`src/rtl/gf_mat_vec_mul_acc.sv`:
```
// GF(2^8) matrix-vector multiplier: res = M*v, or res ^= M*v in accumulate mode, N_GF byte lanes per cycle.
// Latency: o_done in cycle R*W+3 after the start sample; M/v read from 1-cycle-latency memories, result readable when idle.
module gf_mat_vec_mul_acc #(
  parameter int          MAT_ROW_SIZE_BYTES = 8,
  parameter int          MAT_COL_SIZE_BYTES = 8,
  parameter int          N_GF               = 2,
  parameter logic [8:0]  GF_POLY            = 9'h11B,
  parameter int          PROC_SIZE          = N_GF * 8,
  parameter int          WORDS_PER_ROW      = (MAT_COL_SIZE_BYTES + N_GF - 1) / N_GF,
  parameter int          RES_WORDS          = (MAT_ROW_SIZE_BYTES + N_GF - 1) / N_GF,
  localparam int         MAT_AW = (MAT_ROW_SIZE_BYTES * WORDS_PER_ROW > 1) ?
                                  $clog2(MAT_ROW_SIZE_BYTES * WORDS_PER_ROW) : 1,
  localparam int         VEC_AW = (WORDS_PER_ROW > 1) ? $clog2(WORDS_PER_ROW) : 1,
  localparam int         RES_AW = (RES_WORDS > 1) ? $clog2(RES_WORDS) : 1
) (
  input  logic                 i_clk,
  input  logic                 i_rst_n,
  input  logic                 i_start,
  input  logic                 i_acc_en,
  output logic [MAT_AW-1:0]    o_mat_addr,
  output logic [VEC_AW-1:0]    o_vec_addr,
  input  logic [PROC_SIZE-1:0] i_mat,
  input  logic [PROC_SIZE-1:0] i_vec,
  input  logic                 i_res_en,
  input  logic [RES_AW-1:0]    i_res_addr,
  output logic [PROC_SIZE-1:0] o_res,
  output logic                 o_busy,
  output logic                 o_done
);

  localparam int R     = MAT_ROW_SIZE_BYTES;
  localparam int C     = MAT_COL_SIZE_BYTES;
  localparam int W     = WORDS_PER_ROW;
  localparam int NB    = RES_WORDS * N_GF;
  localparam int ROW_W = (NB > 1) ? $clog2(NB) : 1;

  localparam logic [ROW_W-1:0]  LAST_ROW  = ROW_W'(R - 1);
  localparam logic [VEC_AW-1:0] LAST_WORD = VEC_AW'(W - 1);

  typedef enum logic [1:0] {IDLE, RUN, DRAIN, DONE} state_t;

  state_t state_q, state_d;

  logic [ROW_W-1:0]  row_cnt;
  logic [VEC_AW-1:0] word_cnt;
  logic [MAT_AW-1:0] mat_cnt;
  logic              drain_cnt;
  logic              acc_mode;
  logic              last_pair;

  // Per-beat tags travel alongside the memory/multiply pipeline.
  logic              t1_vld, t1_first, t1_last;
  logic [ROW_W-1:0]  t1_row;
  logic              t2_vld, t2_first, t2_last;
  logic [ROW_W-1:0]  t2_row;
  logic              t3_vld, t3_first, t3_last;
  logic [ROW_W-1:0]  t3_row;

  logic [7:0]        prod_d, prod_q;
  logic [7:0]        acc_q, acc_base, acc_d;
  logic [7:0]        res_mem [NB];
  logic [PROC_SIZE-1:0] rd_word;

  function automatic logic [7:0] gf_mul(input logic [7:0] a, input logic [7:0] b);
    logic [7:0] p;
    logic [7:0] aa;
    p  = 8'h00;
    aa = a;
    for (int i = 0; i < 8; i++) begin
      if (b[i]) p = p ^ aa;
      aa = aa[7] ? ({aa[6:0], 1'b0} ^ GF_POLY[7:0]) : {aa[6:0], 1'b0};
    end
    return p;
  endfunction

  always_comb begin
    state_d   = state_q;
    last_pair = (row_cnt == LAST_ROW) && (word_cnt == LAST_WORD);
    case (state_q)
      IDLE:    if (i_start) state_d = RUN;
      RUN:     if (last_pair) state_d = DRAIN;
      DRAIN:   if (drain_cnt) state_d = DONE;
      DONE:    state_d = IDLE;
      default: state_d = IDLE;
    endcase
  end

  // Tail lanes past column C on a row's last word contribute nothing.
  always_comb begin
    prod_d = 8'h00;
    for (int j = 0; j < N_GF; j++) begin
      if (!(t2_last && ((W - 1) * N_GF + j >= C)))
        prod_d = prod_d ^ gf_mul(i_mat[8*j +: 8], i_vec[8*j +: 8]);
    end
  end

  always_comb begin
    acc_base = acc_q;
    if (t3_first) acc_base = acc_mode ? res_mem[t3_row] : 8'h00;
    acc_d = acc_base ^ prod_q;
  end

  always_comb begin
    rd_word = '0;
    if (int'(i_res_addr) < RES_WORDS) begin
      for (int j = 0; j < N_GF; j++)
        rd_word[8*j +: 8] = res_mem[ROW_W'(int'(i_res_addr) * N_GF + j)];
    end
  end

  always_ff @(posedge i_clk or negedge i_rst_n) begin
    if (!i_rst_n) begin
      state_q <= IDLE;
    end else begin
      state_q <= state_d;
    end
  end

  always_ff @(posedge i_clk or negedge i_rst_n) begin
    if (!i_rst_n) begin
      row_cnt    <= '0;
      word_cnt   <= '0;
      mat_cnt    <= '0;
      drain_cnt  <= 1'b0;
      acc_mode   <= 1'b0;
      o_mat_addr <= '0;
      o_vec_addr <= '0;
      o_busy     <= 1'b0;
      o_done     <= 1'b0;
      t1_vld     <= 1'b0;
      t1_first   <= 1'b0;
      t1_last    <= 1'b0;
      t1_row     <= '0;
      t2_vld     <= 1'b0;
      t2_first   <= 1'b0;
      t2_last    <= 1'b0;
      t2_row     <= '0;
      t3_vld     <= 1'b0;
      t3_first   <= 1'b0;
      t3_last    <= 1'b0;
      t3_row     <= '0;
      prod_q     <= 8'h00;
      acc_q      <= 8'h00;
    end else begin
      o_done <= 1'b0;
      t1_vld <= 1'b0;
      case (state_q)
        IDLE: begin
          if (i_start) begin
            acc_mode  <= i_acc_en;
            row_cnt   <= '0;
            word_cnt  <= '0;
            mat_cnt   <= '0;
            drain_cnt <= 1'b0;
            o_busy    <= 1'b1;
          end
        end
        RUN: begin
          o_mat_addr <= mat_cnt;
          o_vec_addr <= word_cnt;
          t1_vld     <= 1'b1;
          t1_first   <= (word_cnt == '0);
          t1_last    <= (word_cnt == LAST_WORD);
          t1_row     <= row_cnt;
          mat_cnt    <= mat_cnt + 1'b1;
          if (word_cnt == LAST_WORD) begin
            word_cnt <= '0;
            row_cnt  <= row_cnt + 1'b1;
          end else begin
            word_cnt <= word_cnt + 1'b1;
          end
        end
        DRAIN: drain_cnt <= 1'b1;
        DONE: begin
          o_busy <= 1'b0;
          o_done <= 1'b1;
        end
        default: ;
      endcase

      // t1 = address issued, t2 = memory data present, t3 = product registered.
      t2_vld   <= t1_vld;
      t2_first <= t1_first;
      t2_last  <= t1_last;
      t2_row   <= t1_row;
      t3_vld   <= t2_vld;
      t3_first <= t2_first;
      t3_last  <= t2_last;
      t3_row   <= t2_row;
      prod_q   <= prod_d;
      if (t3_vld) acc_q <= acc_d;
    end
  end

  always_ff @(posedge i_clk or negedge i_rst_n) begin
    if (!i_rst_n) begin
      for (int i = 0; i < NB; i++) res_mem[i] <= 8'h00;
      o_res <= '0;
    end else begin
      if (t3_vld && t3_last) res_mem[t3_row] <= acc_d;
      if (i_res_en && !o_busy) o_res <= rd_word;
    end
  end

endmodule

```
`config.mk`:
```
export PLATFORM = sky130hd
export DESIGN_NAME = gf_mat_vec_mul_acc
export DESIGN_NICKNAME = d
export VERILOG_FILES = /design/src/rtl/gf_mat_vec_mul_acc.sv
export SDC_FILE = /design/constraint.sdc
export NUM_CORES = 1
export LEC_CHECK = 0
export CAP_MARGIN = 40
export CELL_PAD_IN_SITES_DETAIL_PLACEMENT = 2
export CELL_PAD_IN_SITES_GLOBAL_PLACEMENT = 2
export CORE_ASPECT_RATIO = 1.1
export CORE_MARGIN = 4
export CORE_UTILIZATION = 36
export CTS_CLUSTER_DIAMETER = 200
export DETAILED_ROUTE_END_ITERATION = 8
export PLACE_DENSITY_LB_ADDON = 0.08
export SLEW_MARGIN = 20
export SYNTH_ARGS = -nofsm -noshare
export SYNTH_HDL_FRONTEND = slang
export SYNTH_SLANG_ARGS = --single-unit
export TNS_END_PERCENT = 5
```
`constraint.sdc`:
```
create_clock -name i_clk -period 1.9 [get_ports i_clk]
set_input_delay 0.19 -clock i_clk [delete_from_list [all_inputs] [get_ports i_clk]]
set_output_delay 0.19 -clock i_clk [all_outputs]
set_load 0.03 [all_outputs]
```
==> flow_metrics.tcl <==
set metrics [dict create \
    run_status "complete, but fails checks" \
    violations "negative setup slack" \
    regArea_um2 3432 \
    dr.pass1.iters 5 \
    routed-via-count 6730 \
    critical_path_buf_inv_count 3 \
    path_max_fanout 8 \
    synth_top_area_share_pct 39.45 \
    clock_tree.root_cell "sky130_fd_sc_hd__clkbuf_16" \
    detail_route.iter0.violations 253 \
    fill_count 2318 \
    crit_chain "buf_12 -> buf_12 -> mux2i_4 -> o22ai_2 -> nor2_2 -> o22ai_2 -> xor2_2 -> buf_6 -> mux2_4" \
    fmax_mhz 463.8 \
    slew_headroom_pct 67.80 \
    postLayoutSetupSlackWorst_ns -0.2562 \
    critical_path.slowest_cell "sky130_fd_sc_hd__dfrtp_2" \
    hold-worst-slack_ns 0.2694 \
    n_antenna_cell 0 \
    switching_power_uw 5136 \
    via_count_of_the_first_global_routing_pass 7743 \
    multi_input_comb_area_um2 5648 \
    final_min_period_over_clock_period_pct 113.5 \
    largest_net_degree_at_the_start_of_global_routing 52 \
    post_synth_inst_count 784 \
    ys.warnings.count 0 \
    p_per_area_nw_per_um2 1133 \
    chipHeight_um 170.9 \
    internal-power_uw 8491 \
    timing.critical_path.from_type "flip-flop" \
    period_needed_ns 2.156 \
    worstRegToRegCells 9 \
    number_of_max_slew_violations_in_the_final_report 0 \
    design.core.area_um2 23700 \
    die_wd_um 156.1 \
    reg2reg_setup_slack_ns -0.26 \
    fin_skew_ns 0.01237 \
    synth_cell_type_count 45 \
    worst_hold_path_type "in -> async" \
    max-clock-path-buffers 2 \
    net_total_in_the_final_layout 1010 \
    endpoint_kind "flip-flop" \
    drt_wl_total_um 31060 \
    pwr-share-clk_pct 24.5 \
    power.share.combinational_pct 45.8 \
    worstReg2RegStart "t3_row[0]" \
    drive_above_1_share_pct 40.31 \
    vdd_drop_max_mv 0.6813 \
    synth-seq-area-share_pct 39.45 \
    synth_nets 832 \
    timing.setup.tns_ns -9.740 \
    grt_pass1_wl_um 45830 \
    clkTransAtPathRegs_ns 0.06 \
    place_hpwl_um 20840 \
    yosys-top-cells-area "sky130_fd_sc_hd__dfrtp_1 (39%), sky130_fd_sc_hd__mux2_2 (14%), sky130_fd_sc_hd__xnor2_1 (8.8%)" \
    dominantRegCellSynth "sky130_fd_sc_hd__dfrtp_1" \
    io_pins 64 \
    synth_enable_flop_cells 0 \
    htree_levels 4 \
    floorplan.initialDensity_pct 36.67 \
    grt-ovfl-total 0 \
    setup-violations-final 70 \
    critical-path-max-stage-delay_ns 0.45 \
    hold_viol_final 0 \
    finalWeightedCongestion 0.8283 \
    tritoncts "done" \
    clock_sink_count 137 \
    worstPathRequired_ns 2.21 \
    switching_part_of_the_total_pct 37.69 \
    r2r-end "res_mem[43]" \
    p_leak_uw 0.005498 \
    layout.cell_area.non_filler_um2 12030 \
    antenna_found_initial 0 \
    drc_markers 0 \
    share_seq_of_total_power_pct 29.7 \
    avgRoutedWirePerCell_um 24.26 \
    detail_route.vias_per_cell 5.258 \
    worstSkewPairLatency_ns 0.43 \
    ys_seq_elements 137 \
    grt_setup_unrepaired "yes" \
    drv_cap 0 \
    fp-row-count 59 \
    netlist_area_um2 8690 \
    cp_top_delay_family "multiplexers" \
    worst-setup-path-type "reg -> reg" \
    design.die.area_um2 26690 \
    worstMarginPinSlew_ns 0.4830 \
    syn_area_per_cell_um2 11.08 \
    numCtsBuffers 17 \
    portBuffers 63 \
    syn2layout_area_growth_pct 38.40 \
    utilization_pct 50.75 \
    detail-route-antenna-nets 0 \
    place_area_um2 10530 \
    async_reset_ff_share_pct 100.0 \
    yosysTopAreaCell "sky130_fd_sc_hd__dfrtp_1" \
    critical_path_arrival_ns 2.46 \
    grt.total_usage_pct 22.49 \
]
==> worst max path at each step <==
| stage | depth (start not counted) | slack (ns) | end | start |
|---|---|---|---|---|
| 2_1_floorplan | 6 | -0.05 | prod_q[3] | i_mat[1] |
| 3_3_place_gp | 9 | -0.70 | prod_q[6] | i_mat[6] |
| 3_5_place_dp | 9 | -0.81 | prod_q[5] | i_mat[5] |
| 4_1_cts | 9 | -0.17 | res_mem[11] | t3_row[0] |
| 5_1_grt | 8 | -0.31 | res_mem[13] | t3_row[0] |
| 6_report | 9 | -0.26 | res_mem[43] | t3_row[0] |
==> power groups by stage <==
stage / sequential, µW / clock [µW] / combinational (µW)
after floorplan: 4030 / 0 / 3060
after global placement: 3950 / 0 / 4680
after detailed placement: 4010 / 0 / 4990
after CTS: 4020 / 3400 / 5690
after global routing: 4120 / 3560 / 6630
final: 4050 / 3340 / 6240
==> synth_stat cells, types with 3 or more instances <==
cell type,instances
sky130_fd_sc_hd__nand2b_1,10
sky130_fd_sc_hd__a22o_1,5
sky130_fd_sc_hd__nor2_1,24
sky130_fd_sc_hd__inv_1,18
sky130_fd_sc_hd__xnor3_1,13
sky130_fd_sc_hd__buf_1,6
sky130_fd_sc_hd__nor2b_1,4
sky130_fd_sc_hd__o21ai_0,9
sky130_fd_sc_hd__ha_1,9
sky130_fd_sc_hd__mux2i_1,38
sky130_fd_sc_hd__xor2_1,46
sky130_fd_sc_hd__nand3_1,8
sky130_fd_sc_hd__a21oi_1,16
sky130_fd_sc_hd__buf_4,3
sky130_fd_sc_hd__mux4_2,16
sky130_fd_sc_hd__o22ai_1,22
sky130_fd_sc_hd__dfrtp_1,137
sky130_fd_sc_hd__nand3b_1,5
sky130_fd_sc_hd__nand2_1,123
sky130_fd_sc_hd__or2_2,3
sky130_fd_sc_hd__xor3_1,6
sky130_fd_sc_hd__mux2_2,105
sky130_fd_sc_hd__buf_2,13
sky130_fd_sc_hd__a311o_1,3
sky130_fd_sc_hd__xnor2_1,87
sky130_fd_sc_hd__clkbuf_1,30
==> state kept, by name, summed over array words and instances (netlist names), 2 cells and up <==
register,flops
acc_q,8
mat_cnt,5
o_mat_addr,5
o_res,16
o_vec_addr,2
prod_q,8
res_mem,64
row_cnt,3
state_q,2
t1_row,3
t2_row,3
t3_row,3
word_cnt,2
==> cell families (layout without fill, tap and decap cells) <==
kind of cell             after synthesis  count (layout)  synth area share (%)
buffers and inverters                 71             262                 3.470
adder cells (fa/ha/maj)                9               9                 1.296
AND/OR/NAND/NOR                      184             184                 8.942
XOR/XNOR                             157             157                 19.68
multiplexers                         159             159                 22.13
AO/OA/AOI/OAI                         67              67                 5.025
flip-flops                           137             137                 39.45
==> worst register-to-register path, stage by stage (launching register included) <==
cell	delay [ns]
sky130_fd_sc_hd__dfrtp_2	0.45
sky130_fd_sc_hd__buf_12	0.17
sky130_fd_sc_hd__buf_12	0.15
sky130_fd_sc_hd__mux2i_4	0.24
sky130_fd_sc_hd__o22ai_2	0.10
sky130_fd_sc_hd__nor2_2	0.20
sky130_fd_sc_hd__o22ai_2	0.12
sky130_fd_sc_hd__xor2_2	0.18
sky130_fd_sc_hd__buf_6	0.16
sky130_fd_sc_hd__mux2_4	0.27
==> placed cells by master, fill, tap and decap left out, drive strengths merged, types with 2 or more instances in the layout <==
master	netlist	routed
nor2	24	24
dlygate4sd2	0	5
dfrtp	137	137
a311oi	2	2
clkbuf	30	23
xnor2	87	87
nand3	8	8
clkdlybuf4s50	0	47
mux4	16	16
dlymetal6s2s	0	5
clkinv	0	6
xnor3	13	13
or3	2	2
nor2b	4	4
nand2b	10	10
o22ai	22	22
or2	3	3
nand2	123	123
a311o	3	3
o21ai	10	10
a22o	5	5
xor2	49	49
ha	9	9
nand3b	5	5
buf	23	150
mux2	105	105
mux2i	38	38
inv	18	23
xor3	8	8
nor3	2	2
a32o	2	2
a21oi	16	16
==> final cells by class <==
type                            count  share of cell area [%]
Clock inverter                     13                   1.103
Inverter                           18                  0.5618
Sequential cell                   137                   28.54
Tap cell                          305                   3.173
Timing Repair Buffer              212                   15.90
Clock buffer                       19                   3.766
Multi-Input combinational cell    576                   46.96
==> per-layer routing <==
layer	part of all wire (%)	vias up	GRT usage [%]
met5	0	-	0
met4	2.3	0	6.604
met3	2.1	34	2.757
met2	56	110	42.49
met1	40	3558	26.63
li1	-	3028	-
==> stage by stage <==
stage / total power (µW) / instances / setup slack (ns)
2_1_floorplan: 7094 / 784 / -0.05424
3_3_place_gp: 8637 / 1229 / -0.7001
3_5_place_dp: 8992 / 1229 / -0.8073
4_1_cts: 13110 / 1275 / -0.1685
5_1_grt: 14310 / 1280 / -0.3115
6_report: 13630 / 1280 / -0.2562
==> timing repair <==
item,4_1_cts,5_1_grt
resized for setup,75,96
pin swaps,31,37
buffers inserted,14,5
hold buffers,1,0
hold endpoints to repair,42,0
gates cloned,1,1
setup endpoints to repair,80,89
Power figures use the tool's default switching activity.
